===== src/rtl/bcd_to_binary_seq.sv =====
// Iterative packed-BCD to binary converter, one digit per clock, most significant digit first.
// Latency: done is high in the cycle after the DIGITS-th edge following the accepting edge.
// Backpressure: start is accepted only when ready=1; start during busy is dropped, never queued.
// Optional feature macro: BCD2BIN_ERR_CHECK_EN (flags nibbles >9 on err; when undefined err is tied 0).
module bcd_to_binary_seq #(
  parameter int DIGITS = 4,
  parameter int BIN_W  = 16
) (
  input  logic                  clk,
  input  logic                  rst_n,
  input  logic                  start,
  input  logic [4*DIGITS-1:0]   bcd_in,
  output logic                  ready,
  output logic                  busy,
  output logic                  done,
  output logic [BIN_W-1:0]      bin_out,
  output logic                  err
);

  typedef enum logic [1:0] {
    S_IDLE = 2'd0,
    S_CONV = 2'd1,
    S_DONE = 2'd2
  } state_t;

  state_t              state;
  logic [4*DIGITS-1:0] shreg;
  logic [BIN_W-1:0]    acc;
  logic [2:0]          cnt;

  logic [3:0]          nib;
  logic [BIN_W-1:0]    acc_next;
  logic                accept;
  logic                last;

  // Digit currently being consumed sits in the top nibble of the shift register.
  assign nib      = shreg[4*DIGITS-1 -: 4];
  // acc*10 as shift-and-add; wraps modulo 2^BIN_W.
  assign acc_next = (acc << 3) + (acc << 1) + BIN_W'(nib);

  assign busy   = (state == S_CONV);
  assign ready  = ~busy;
  assign accept = ready & start;
  assign last   = busy && (cnt == 3'(DIGITS - 1));

  // Main FSM: capture on accept, accumulate one digit per clock, publish result with done.
  always_ff @(posedge clk or negedge rst_n) begin
    if (!rst_n) begin
      state   <= S_IDLE;
      shreg   <= '0;
      acc     <= '0;
      cnt     <= '0;
      done    <= 1'b0;
      bin_out <= '0;
    end else begin
      done <= 1'b0;
      case (state)
        S_IDLE, S_DONE: begin
          if (start) begin
            shreg <= bcd_in;
            acc   <= '0;
            cnt   <= '0;
            state <= S_CONV;
          end else begin
            state <= S_IDLE;
          end
        end
        S_CONV: begin
          acc   <= acc_next;
          shreg <= shreg << 4;
          cnt   <= cnt + 3'd1;
          if (last) begin
            bin_out <= acc_next;
            done    <= 1'b1;
            state   <= S_DONE;
          end
        end
        default: state <= S_IDLE;
      endcase
    end
  end

`ifdef BCD2BIN_ERR_CHECK_EN
  logic nib_bad;
  logic sticky;
  logic err_q;

  assign nib_bad = (nib > 4'd9);
  assign err     = err_q;

  // Sticky invalid-digit flag per conversion; latched to err on the edge that raises done.
  always_ff @(posedge clk or negedge rst_n) begin
    if (!rst_n) begin
      sticky <= 1'b0;
      err_q  <= 1'b0;
    end else begin
      if (accept) begin
        sticky <= 1'b0;
      end else if (busy) begin
        sticky <= sticky | nib_bad;
      end
      if (last) begin
        err_q <= sticky | nib_bad;
      end
    end
  end
`else
  assign err = 1'b0;
`endif

endmodule

===== config.mk =====
export PLATFORM = sky130hd
export DESIGN_NAME = bcd_to_binary_seq
export DESIGN_NICKNAME = d
export VERILOG_FILES = /design/src/rtl/bcd_to_binary_seq.sv
export SDC_FILE = /design/constraint.sdc
export NUM_CORES = 1
export LEC_CHECK = 0
export BUFFER_PORTS_ARGS = -buffer_cell sky130_fd_sc_hd__buf_2
export CORE_MARGIN = 2
export CORE_UTILIZATION = 45
export CTS_BUF_LIST = sky130_fd_sc_hd__clkbuf_4 sky130_fd_sc_hd__clkbuf_8
export DETAILED_ROUTE_END_ITERATION = 6
export GPL_ROUTABILITY_DRIVEN = 0
export SLEW_MARGIN = 20
export SYNTH_ARGS = -nofsm -noshare
export SYNTH_HDL_FRONTEND = slang
export SYNTH_SLANG_ARGS = --single-unit
export TNS_END_PERCENT = 1

===== constraint.sdc =====
create_clock -name clk -period 4.21 [get_ports clk]
set_clock_uncertainty 0.15 [all_clocks]
set_input_delay 0.2105 -clock clk [delete_from_list [all_inputs] [get_ports clk]]
set_output_delay 0.2105 -clock clk [all_outputs]
set_load 0.01 [all_outputs]

; ---- Yosys cells after proc, flatten, opt, wreduce, memory -nomap -nowiden
; Cells that the tools add are included.
[totals]
reg_bits = 53
in_bits = 19
output_inout_bits = 20
wordCells = 32
[classes]
addsub = 3
n_eq_ne = 5
mux = 11
bitwise = 1
n_reduce_logical = 6
[op_table]
columns = op, n
row1 = 16-bit case mux with 2 select lines, 1
row2 = 15-bit case mux with 2 select lines, 1
row3 = 16-bit adder, 1
row4 = 16-bit by 4-bit adder with 16-bit output, 1
row5 = 16-bit two-way mux, 1
row6 = 15-bit two-way mux, 1
row7 = 3-bit case mux with 2 select lines, 1
row8 = 2-bit case mux with 2 select lines, 1
row9 = 2-bit AND reduction, 2
row10 = 3-bit by 1-bit adder with 3-bit output (second input constant), 1
row11 = 3-bit by 2-bit equality test with 1-bit output (second input constant), 1
row12 = 1-bit two-way mux, 3
row13 = 3-bit two-way mux, 1
row14 = 2-bit by 1-bit equality test with 1-bit output (second input constant), 1
row15 = 2-bit equality test (second input constant), 1
row16 = 2-bit logical NOT, 1
row17 = 2-bit two-way mux, 1
row18 = 2-bit by 1-bit inequality test with 1-bit output (second input constant), 1
row19 = 2-bit inequality test (second input constant), 1
row20 = 2-bit nonzero test, 1
row21 = 2-bit OR reduction, 1
row22 = 1-bit logical AND, 1
row23 = 1-bit inverter, 1

; ---- Logic depth before layout (Yosys ltp)
; Gate-level depths: netlist of run 1.
[depth]
depth_word = 4
ltp_mapped = 10
ltp_nobuf = 10

; ---- Worst setup path after synthesis of run 1
; Ideal clock, no wire load.
[synth_timing]
path_type = flip-flop to flip-flop
from = reg acc[0]
to = reg bin_out[15]
setup_time_ns = 0.124
arrival_time_ns = 2.281
required_ns = 3.936
slack_ns = 1.655
path_stages_with_launch = 11
period_less_slack_ns = 2.555
cell_sequence = dfrtp_1 > inv_1 > fa_1 > inv_1 > ha_1 > a21o_1 > nand4_1 > and2_4 > o31ai_4 > o21bai_1 > a211o_1
[synth_between]
elab_chain_len = 2
[synth_lines]
columns = element, line
row1 = "start, declared", 28  ; logic [BIN_W-1:0] acc;
row2 = "start signal, assigned", 69  ; acc <= acc_next;
row3 = 16-bit adder, 39  ; assign acc_next = (acc << 3) + (acc << 1) + BIN_W'(nib);
row4 = 16-bit by 4-bit adder with 16-bit output, 39
row5 = "end signal, assigned", 73  ; bin_out <= acc_next;
row6 = "end, declared", 16  ; output logic [BIN_W-1:0] bin_out,
; Every way passes these cells.
; A chain may end at the register's enable or synchronous reset.

; ---- Worst setup path in the final report of run 1
; Ends and elaborated chain as after synthesis.

==> results.py, run 1 <==
metrics = {
    "yosys": {
        "synth-compound-area-share_pct": 16.31,
        "synth_xor_area_share_pct": 3.938,
        "synthesis.area_um2": 2892,
        "ys_types": 34,
        "combinational_family_with_the_most_area_after_synthesis": "compound AO/OA/AOI/OAI gates",
        "synth.ff_latch_count": 53,
        "yosys-mux-area-fraction_pct": 7.702,
        "yosys.cell_count.top_type": "dfrtp_1",
        "mappedNetlistNets": 318,
        "synth-seq-area-share_pct": 45.87,
        "netlist_top_cells_count": "53 x dfrtp_1, 35 x nand2_1, 28 x ha_1",
        "synthesis.yosys.warnings": 0,
        "synth_top_cells_by_area": "dfrtp_1 46%, ha_1 12%, a22o_1 5.1%",
        "synth_fa_ha_area_share_pct": 13.50,
        "async_flop_share_pct": 100.0,
        "ys.flop_type": "dfrtp_1",
        "synth_edf_count": 0,
        "synth_largest_area_cell": "dfrtp_1",
        "synthesis.instances": 269,
        "synth_simple_gate_area_share_pct": 8.611,
        "avgSynthCellArea_um2": 10.75,
        "synth.top_cell.area_share_pct": 45.87,
    },
    "clock_tree": {
        "num_cts_buffers": 5,
        "cts-htree-levels": 2,
        "worst_setup_hold_path_clk_slew_ps": 100,
        "cts_root_buffer": "clkbuf_8",
        "clk-insertion-delay-late_ps": 310,
        "clk_path_buf_depth": 2,
        "postCtsResizedCells": 0,
        "tritoncts_clock_tree": "built",
        "cts.sinks": 53,
    },
    "global_route": {
        "track_usage_pct": 17.31,
        "groute.layer.met1.usage_pct": 25.19,
        "grt_use_met2_pct": 26.19,
        "grt_first_pass_wirelength_um": 9756,
        "pin_count_of_the_biggest_net_entering_global_routing": 54,
        "leftover_overflow_at_the_end_of_global_routing": 0,
        "globalRouteMet3Util_pct": 3.540,
        "grt_pass1_vias": 1983,
        "grt_busiest_layer": "met2",
        "number_of_antenna_violations_at_the_first_check_in_global_routing": 0,
    },
    "floorplan": {
        "floorplan.die.height_um": 84.16,
        "floorplan.rows": 29,
        "area_of_the_placeable_core_um2": 6277,
        "die_w_um": 84.16,
        "io-pin-count": 39,
        "initial_core_util_pct": 46.06,
        "die-area_um2": 7083,
    },
    "worst_setup_path": {
        "worst_ep_arrival_time_ps": 2760,
        "endpoint_type_of_the_worst_setup_path": "flip-flop",
        "path_cells": "inv_1, fa_1, inv_1, ha_1, a21o_1, nand4_1, and2_4, o31ai_4, o21bai_1, a211o_1",
        "critPathLaunch": "acc[0]$_DFFE_PN0P_",
        "path_buf_inv": 2,
        "worstSetupPathType": "flip-flop to flip-flop",
        "timing.critical_path.from_type": "flip-flop",
        "regToRegStartpoint": "acc[0]$_DFFE_PN0P_",
        "critical-path-top-cell-by-count": "inv_1",
        "critical-path-max-stage-delay_ps": 550,
        "cp_top_family": "adder cells",
        "critical_path_peak_fanout": 3,
        "critical_path_required_ps": 4260,
        "timing.critical_path.slowest_stage_cell": "fa_1",
    },
    "layout": {
        "area_growth_from_synthesis_to_layout_pct": 14.06,
        "finalInstanceArea_um2": 3298,
        "fillerInstances": 574,
        "share_of_final_layout_standard_cells_stronger_than_drive_strength_1_pct": 21.04,
        "finalNetCount": 357,
        "insertedDiodeCount": 0,
    },
    "sta": {
        "maxClockFrequency_ghz": 0.3684,
        "finalCriticalPeriod_ps": 2714,
        "slew_violations": 0,
        "grt_setup_unrepaired": "false",
        "slew_headroom_pct": 55.36,
        "setup_viol_count_final": 0,
        "worst_pin_slew_ps": 669.7,
        "setup_total_negative_slack_ps": 0,
        "finalHoldViolations": 0,
        "post-route-period-util_pct": 64.47,
    },
    "flow_run": {
        "cap_viol_max_count": 0,
    },
    "drt": {
        "drt_pre_antenna_iters": 4,
        "drc_violation_count_after_routing": 0,
        "dr_total_vias": 1996,
        "routedWlPerCell_um": 14.33,
        "routed_via_density": 5.171,
        "drtIter0Drc": 95,
        "remaining_antenna_violation_count_after_routing": 0,
        "sum_of_routed_wire_length_over_all_layers_um": 5532,
    },
    "worst_hold_path": {
        "timing.hold.worst.class": "primary input to flip-flop",
        "hold_path.startpoint": "bcd_in[4]",
    },
    "place": {
        "hpwlAfterDp_um": 3863,
        "placed_cell_area_um2": 3133,
        "port_buffer_count": 37,
    },
    "power_and_ir_drop": {
        "power_density_relative_to_cell_area_nw_per_um2": 896.3,
        "power_leakage_uw": 0.001659,
        "ir_drop_uv": 460.2,
    },
    "outcome": {
        "outcome": "finished, final reports clean",
    },
}
[flip-flops by register name (all words and copies together) (netlist names)]
name,flops
bin_out,16
shreg,16
acc,15
cnt,3
state,2
done,1
[worst register-to-register path, cell delays in order (launching register included)]
cell and delay [ps]:
dfrtp_1 380, inv_1 70, fa_1 550, inv_1 60, ha_1 270, a21o_1 120, nand4_1 130, and2_4 210
o31ai_4 270, o21bai_1 120, a211o_1 290
[cell usage in the layout (no fill, tap or decap), drive strengths merged]
cell type / Yosys / final
a211o: 1 / 1
a211oi: 1 / 1
a21o: 7 / 7
a21oi: 7 / 7
a22o: 17 / 17
a31oi: 1 / 1
a41oi: 1 / 1
and2: 2 / 2
buf: 9 / 41
bufinv: 0 / 1
clkbuf: 5 / 6
clkinv: 0 / 1
conb: 1 / 1
dfrtp: 53 / 53
dlygate4sd3: 0 / 5
fa: 2 / 2
ha: 28 / 28
inv: 11 / 11
mux2: 10 / 10
mux2i: 11 / 11
nand2: 35 / 35
nand2b: 1 / 1
nand3: 1 / 1
nand4: 3 / 3
nor2: 11 / 11
nor2b: 3 / 3
nor3: 2 / 2
o211ai: 2 / 2
o21a: 2 / 2
o21ai: 26 / 26
o21bai: 2 / 2
o31ai: 1 / 1
xnor2: 8 / 8
xor2: 5 / 5
[routing by layer]
metal / wire length, um / vias to the layer above
met5: 0 / -
met2: 2426 / 26
met4: 74 / 0
met1: 2879 / 942
met3: 151 / 6
li1: - / 1022
[worst paths after layout]
path / cells past startpoint / endpoint / slack [ps]
max in group asynchronous: 3 / acc[3]$_DFFE_PN0P_ / 3070
min reg2reg: 2 / bin_out[12]$_DFFE_PN0P_ / 340
max reg2reg: 10 / bin_out[15]$_DFFE_PN0P_ / 1500
min: 3 / shreg[4]$_DFFE_PN0P_ / 30
max: 10 / bin_out[15]$_DFFE_PN0P_ / 1500
min in group asynchronous: 3 / acc[4]$_DFFE_PN0P_ / 400
[cells by family (layout without fill, tap and decap cells)]
family | count (synthesis) | after routing
adders and majority gates | 30 | 30
and+or+nand+nor | 58 | 58
muxes | 21 | 21
DFF | 53 | 53
AOI/OAI and AO/OA | 68 | 68
xor gates and xnor gates | 13 | 13
buffers and inverters | 25 | 65
other | 1 | 1
[power breakdown]
group	switching (uW)	total, uW	internal (uW)	leakage (uW)
clock network	172	358	185	0.0000588
registers	144	887	743	0.000668
logic	956	1710	755	0.000932
[per-stage QoR]
step                      setup WS [ps]  power (uW)  util (%)  std cells  hold slack (ps)
final                              1496        2956     52.54        386            33.33
after CTS                          1485        2984     52.54        386            26.92
after detailed placement           1506        2609     49.91        373            231.4
after floorplan                    1655        2220         -        269           -235.1
after global routing               1344        3257     52.54        386            54.11
after global placement             1540        2590     49.91        373            227.9
[timing repair]
action / in CTS / in global routing
hold buffers: 5 / 0
setup buffers: 0 / 0
hold endpoints to repair: 57 / 0
[cell type report]
type                       instances  area, um^2  area share [%]
tap                               77       96.34           2.921
clock inverter                     2       38.79           1.176
multi-input combinational        191        1454           44.08
clock buffer                       6       76.32           2.314
inverter                          11       41.29           1.252
sequential                        53        1326           40.21
timing repair buffer              46       265.3           8.042
Note: power is estimated with default switching activity, not from simulation.
==> inputs of run 2 (changes only) <==
==> constraint.sdc (replaced) <==
create_clock -name clk -period 2.8 [get_ports clk]
set_clock_uncertainty 0.15 [all_clocks]
set_input_delay 0.14 -clock clk [delete_from_list [all_inputs] [get_ports clk]]
set_output_delay 0.14 -clock clk [all_outputs]
set_load 0.01 [all_outputs]
==> run 2 against run 1 <==
Effect of this change:
- via count is 4.2% higher
- clock power rose by 25%
- hold slack improved by 280 ps
- clock-buffer cell count fell by 1
- core utilization rose by 1.9 points
- worst setup slack got worse by 1400 ps
- die area unchanged
- critical path type unchanged
- largest power group unchanged
==> results.py, run 2 (synthesis gave the netlist of run 1 again) <==
metrics = {
    "outcome": {
        "outcome": "finished, final reports clean",
    },
    "place": {
        "hpwlAfterDp_um": 3985,
        "placed_cell_count": 374,
        "port_buffer_count": 37,
    },
    "drt": {
        "sum_of_routed_wire_length_over_all_layers_um": 5646,
        "drc_violation_count_after_routing": 0,
        "dr_total_vias": 2080,
        "drtIter0Drc": 112,
        "remaining_antenna_violation_count_after_routing": 0,
        "drt_pre_antenna_iters": 4,
        "routed_via_density": 5.200,
        "routedWlPerCell_um": 14.12,
    },
    "worst_setup_path": {
        "path_cells": "inv_1, fa_1, inv_1, ha_1, a21o_1, nand4_1, and2_4, o31ai_4, o21bai_1, a211o_1",
        "endpoint_type_of_the_worst_setup_path": "flip-flop",
        "timing.reg2reg.worst_path_depth": 10,
        "worst_ep_arrival_time_ps": 2740,
        "timing.critical_path.from_type": "flip-flop",
        "cp_top_family": "adder cells",
        "path_buf_inv": 2,
        "critical_path_required_ps": 2860,
        "critPathLaunch": "shreg[15]$_DFFE_PN0P_",
        "path_depth": 10,
        "critical-path-top-cell-by-count": "inv_1",
        "worstSetupPathType": "flip-flop to flip-flop",
        "timing.critical_path.slowest_stage_cell": "fa_1",
        "critical-path-max-stage-delay_ps": 600,
        "regToRegStartpoint": "shreg[15]$_DFFE_PN0P_",
        "critical_path_peak_fanout": 3,
    },
    "flow_run": {
        "cap_viol_max_count": 0,
    },
    "clock_tree": {
        "cts-htree-levels": 2,
        "num_cts_buffers": 5,
        "clk-insertion-delay-late_ps": 320,
        "tritoncts_clock_tree": "built",
        "clk_path_buf_depth": 2,
        "worst_setup_hold_path_clk_slew_ps": 100,
        "cts_root_buffer": "clkbuf_8",
        "cts.sinks": 53,
    },
    "sta": {
        "slew_violations": 0,
        "finalCriticalPeriod_ps": 2688,
        "grt_setup_unrepaired": "true",
        "worst_pin_slew_ps": 680.9,
        "setup_total_negative_slack_ps": 0,
        "slew_headroom_pct": 54.61,
        "finalHoldViolations": 0,
        "post-route-period-util_pct": 96.00,
        "maxClockFrequency_ghz": 0.3720,
        "timing.hold.ws_ps": 315.4,
        "setup_viol_count_final": 0,
    },
    "floorplan": {
        "die-area_um2": 7083,
        "die_w_um": 84.16,
        "area_of_the_placeable_core_um2": 6277,
        "initial_core_util_pct": 46.06,
        "floorplan.die.height_um": 84.16,
        "floorplan.rows": 29,
        "io-pin-count": 39,
    },
    "power_and_ir_drop": {
        "ir_drop_uv": 588.8,
        "portion_of_total_power_attributed_to_combinational_logic_pct": 59.6,
        "power_leakage_uw": 0.001709,
        "pwr-share-clk_pct": 10.2,
        "power_density_relative_to_cell_area_nw_per_um2": 1282,
        "cellInternalPower_uw": 2459,
        "net_switching_share_of_the_total_power_pct": 43.84,
        "seq_power_share_pct": 30.2,
        "switchingPower_uw": 1919,
    },
    "layout": {
        "reg.largest.list": "bin_out: 16 flops, shreg: 16 flops, acc: 15 flops",
        "layoutNonFillerInstCount": 400,
        "area_growth_from_synthesis_to_layout_pct": 18.09,
        "insertedDiodeCount": 0,
        "finalNetCount": 371,
        "final_cell_mix": "53 x dfrtp_1, 37 x buf_2, 35 x nand2_1, 28 x ha_1, 26 x o21ai_0",
        "layout.cells.most_common": "dfrtp_1",
        "fillerInstances": 575,
        "share_of_final_layout_standard_cells_stronger_than_drive_strength_1_pct": 21.36,
        "final_core_utilization_pct": 54.40,
    },
    "global_route": {
        "grt_pass1_vias": 2056,
        "track_usage_pct": 17.67,
        "pin_count_of_the_biggest_net_entering_global_routing": 54,
        "leftover_overflow_at_the_end_of_global_routing": 0,
        "number_of_antenna_violations_at_the_first_check_in_global_routing": 0,
        "grt_first_pass_wirelength_um": 9970,
    },
    "worst_hold_path": {
        "timing.hold.worst.class": "primary input to asynchronous set/reset pin",
    },
}
[run 2: stage by stage]
stage,total power [uW],instance area [um^2],setup WS [ps]
final,4378,3415,112.0
after CTS,4426,3402,57.60
after detailed placement,3941,3141,85.27
after floorplan,3337,2892,245.2
after global routing,4859,3415,-31.37
after global placement,3908,3141,127.7
[run 2: worst paths after layout]
path,to,slack (ps)
min reg2reg,bin_out[6]$_DFFE_PN0P_,330
max,bin_out[15]$_DFFE_PN0P_,110
max in group asynchronous,shreg[3]$_DFFE_PN0P_,1720
min in group clk,bin_out[6]$_DFFE_PN0P_,330
min,bin_out[7]$_DFFE_PN0P_,320
max reg2reg,bin_out[15]$_DFFE_PN0P_,110
[run 2: worst register-to-register path: stages (launching register included)]
cell and delay (ps):
dfrtp_1 340, inv_1 60, fa_1 600, inv_1 70
ha_1 280, a21o_1 120, nand4_1 130, and2_4 210
o31ai_4 220, o21bai_1 110, a211o_1 290
[run 2: metal layers]
layer | wire length, um | global-route usage (%) | vias to the layer above | share of wire [%]
met2 | 2569 | 26.84 | 28 | 46
met5 | 0 | 0 | - | 0
met1 | 2814 | 25.22 | 993 | 50
met4 | 88 | 6.305 | 0 | 1.6
met3 | 174 | 3.638 | 5 | 3.1
li1 | - | - | 1054 | -
[run 2: area by class of cell]
type                    count  area, um^2  area share, %
multi-input cells         191        1459          42.73
flip-flops and latches     53        1326          38.84
repair buffers             60       400.4          11.73
well taps                  77       96.34          2.822
clock buffers               5       68.82          2.015
inverters                  11       41.29          1.209
clock inverters             3       22.52         0.6596
[run 2: power groups by stage]
| stage | combinational, uW | clock [uW] | sequential [uW] |
|---|---|---|---|
| final | 2610 | 448 | 1320 |
| after global routing | 3000 | 491 | 1370 |
| after CTS | 2630 | 466 | 1330 |
| after detailed placement | 2600 | 0 | 1340 |
| after global placement | 2570 | 0 | 1340 |
| after floorplan | 1990 | 0 | 1350 |
[run 2: timing repair]
item | CTS | global route
hold buffers | 17 | 0
resized for setup | 0 | 2
buffers inserted | 0 | 1
endpoints found under the setup margin | 0 | 11
endpoints found under the hold margin | 69 | 0
==> inputs of run 3 (changes only) <==
--- a/config.mk
+++ b/config.mk
@@ -6,11 +6,14 @@
 export NUM_CORES = 1
 export LEC_CHECK = 0
 export BUFFER_PORTS_ARGS = -buffer_cell sky130_fd_sc_hd__buf_2
+export CELL_PAD_IN_SITES_DETAIL_PLACEMENT = 1
+export CELL_PAD_IN_SITES_GLOBAL_PLACEMENT = 2
 export CORE_MARGIN = 2
-export CORE_UTILIZATION = 45
+export CORE_UTILIZATION = 39
 export CTS_BUF_LIST = sky130_fd_sc_hd__clkbuf_4 sky130_fd_sc_hd__clkbuf_8
 export DETAILED_ROUTE_END_ITERATION = 6
 export GPL_ROUTABILITY_DRIVEN = 0
+export PLACE_DENSITY_LB_ADDON = 0.1
 export SLEW_MARGIN = 20
 export SYNTH_ARGS = -nofsm -noshare
 export SYNTH_HDL_FRONTEND = slang
==> run 3 against run 2 <==
Effect of this change:
- critical path depth unchanged
- core utilization decreased by 6.3 points
- maximum frequency about the same
- first-iteration DRC count decreased by 43%
- combinational power increased by 4%
- global-route usage increased by 0.31 points
- largest cell class unchanged
- cell area increased by 1.5%
- sequential power about the same
- non-clock buffer count increased by 1
- highest routed layer unchanged
==> results.py, run 3 (synthesis gave the netlist of run 1 again) <==
metrics = {
    "global_route": {
        "leftover_overflow_at_the_end_of_global_routing": 0,
        "number_of_antenna_violations_at_the_first_check_in_global_routing": 0,
        "groute.layer.met1.usage_pct": 25.27,
        "track_usage_pct": 17.98,
        "globalRouteMet3Util_pct": 2.347,
        "pin_count_of_the_biggest_net_entering_global_routing": 40,
        "grt_use_met2_pct": 29.51,
        "grt_first_pass_wirelength_um": 11870,
        "grt_busiest_layer": "met2",
        "grt_pass1_vias": 2349,
    },
    "power_and_ir_drop": {
        "power_density_relative_to_cell_area_nw_per_um2": 1326,
        "ir_drop_uv": 453.6,
        "total_power_uw": 4596,
        "power_leakage_uw": 0.001730,
    },
    "layout": {
        "layout.cells.most_common": "dfrtp_1",
        "final_cell_mix": "53 x dfrtp_1, 37 x buf_2, 35 x nand2_1, 28 x ha_1, 26 x o21ai_0",
        "area_growth_from_synthesis_to_layout_pct": 19.90,
        "share_of_final_layout_standard_cells_stronger_than_drive_strength_1_pct": 22.53,
        "finalNetCount": 372,
        "finalInstanceArea_um2": 3467,
        "insertedDiodeCount": 0,
        "reg.largest.list": "bin_out: 16 flops, shreg: 16 flops, acc: 15 flops",
    },
    "clock_tree": {
        "cts-htree-levels": 2,
        "clk-insertion-delay-late_ps": 310,
        "cts.sinks": 53,
        "num_cts_buffers": 5,
        "cts_root_buffer": "clkbuf_8",
        "worst_setup_hold_path_clk_slew_ps": 100,
        "clk_path_buf_depth": 2,
        "tritoncts_clock_tree": "built",
    },
    "sta": {
        "finalHoldViolations": 0,
        "setup_viol_count_final": 0,
        "finalCriticalPeriod_ps": 2688,
        "layout_setup_ws_ps": 111.9,
        "slew_violations": 0,
        "post-route-period-util_pct": 96.00,
        "worst_pin_slew_ps": 929.4,
        "slew_headroom_pct": 37.81,
        "setup_total_negative_slack_ps": 0,
        "grt_setup_unrepaired": "true",
        "maxClockFrequency_ghz": 0.3720,
    },
    "drt": {
        "routed_via_density": 5.064,
        "drt_pre_antenna_iters": 4,
        "remaining_antenna_violation_count_after_routing": 0,
        "dr_total_vias": 2142,
        "routedWlPerCell_um": 15.73,
        "drc_violation_count_after_routing": 0,
        "drtIter0Drc": 64,
        "sum_of_routed_wire_length_over_all_layers_um": 6655,
    },
    "worst_hold_path": {
        "whs_endpoint": "shreg[10]$_DFFE_PN0P_",
        "timing.hold.worst.class": "primary input to flip-flop",
        "min_path_cells": 3,
        "hold_path.startpoint": "bcd_in[10]",
    },
    "worst_setup_path": {
        "timing.critical_path.from_type": "flip-flop",
        "regToRegStartpoint": "acc[2]$_DFFE_PN0P_",
        "timing.reg2reg.worst_path_depth": 10,
        "cp_top_family": "adder cells",
        "r2r_end": "bin_out[14]$_DFFE_PN0P_",
        "reg2reg_setup_slack_ps": 110,
        "critical-path-top-cell-by-count": "fa_1",
        "endpoint_type_of_the_worst_setup_path": "flip-flop",
        "path_cells": "inv_2, fa_1, fa_1, nor2b_2, nor2_1, o211ai_1, buf_4, a21oi_2, xnor2_1, mux2_2",
        "path_buf_inv": 2,
        "worstSetupPathType": "flip-flop to flip-flop",
        "critical_path_required_ps": 2860,
        "worst_ep_arrival_time_ps": 2750,
        "critical_path_peak_fanout": 3,
        "timing.critical_path.slowest_stage_cell": "fa_1",
        "critical-path-max-stage-delay_ps": 520,
    },
    "floorplan": {
        "die-area_um2": 8119,
        "area_of_the_placeable_core_um2": 7214,
        "floorplan.die.height_um": 90.11,
        "die_w_um": 90.11,
        "floorplan.rows": 31,
        "io-pin-count": 39,
        "initial_core_util_pct": 40.08,
    },
    "place": {
        "hpwlAfterDp_um": 4871,
        "port_buffer_count": 37,
        "placed_cell_area_um2": 3176,
        "setup_slack_at_placement_ps": 30.53,
    },
    "outcome": {
        "outcome": "finished, final reports clean",
    },
    "flow_run": {
        "cap_viol_max_count": 0,
    },
}
-- run 3: worst max path at each step --
stage,slack (ps),endpoint,depth (start not counted),start
after global routing,-50,bin_out[11]$_DFFE_PN0P_,10,acc[2]$_DFFE_PN0P_
final,110,bin_out[14]$_DFFE_PN0P_,10,acc[2]$_DFFE_PN0P_
after global placement,100,bin_out[14]$_DFFE_PN0P_,9,acc[0]$_DFFE_PN0P_
after detailed placement,30,bin_out[14]$_DFFE_PN0P_,9,shreg[15]$_DFFE_PN0P_
after floorplan,250,bin_out[15]$_DFFE_PN0P_,10,acc[0]$_DFFE_PN0P_
after CTS,20,bin_out[14]$_DFFE_PN0P_,9,shreg[15]$_DFFE_PN0P_
-- run 3: worst reg2reg max path, cell delays in order, from the launching register on --
cell	delay, ps
dfrtp_1	390
inv_2	50
fa_1	520
fa_1	500
nor2b_2	150
nor2_1	70
o211ai_1	180
buf_4	150
a21oi_2	50
xnor2_1	130
mux2_2	260
-- run 3: power by group --
part,internal (uW),switching (uW),leakage (uW)
registers,1120,222,0.000668
clock network,279,266,0.0000588
logic,1200,1510,0.00100
-- run 3: timing repair --
action                                 in CTS  in global routing
resized for setup                           0                  3
endpoints found under the hold margin      30                  0
setup endpoints to repair                   0                 11
hold buffers                               14                  0
buffers inserted                            0                  4
-- run 3: metal layers --
layer	up-vias	share of wire, %
met1	1061	48
met5	-	0
met4	0	1.0
li1	1048	-
met2	28	48
met3	5	2.7
-- run 3: area by class of cell --
class	count	area (um^2)
Fill cell	832	3747
Clock buffer	6	76.32
Sequential cell	53	1326
Inverter	11	41.29
Clock inverter	2	38.79
Multi-Input combinational cell	191	1460
Timing Repair Buffer	61	400.4
Tap cell	99	123.9
-- run 3: metrics by stage --
stage          hold WS, ps  utilization [%]  cells
2_1_floorplan       -305.6                -    269
3_3_place_gp        -42.12            44.02    397
3_5_place_dp        -30.24            44.02    397
4_1_cts              3.139            47.55    419
5_1_grt              27.19            48.06    423
6_report             4.247            48.06    423
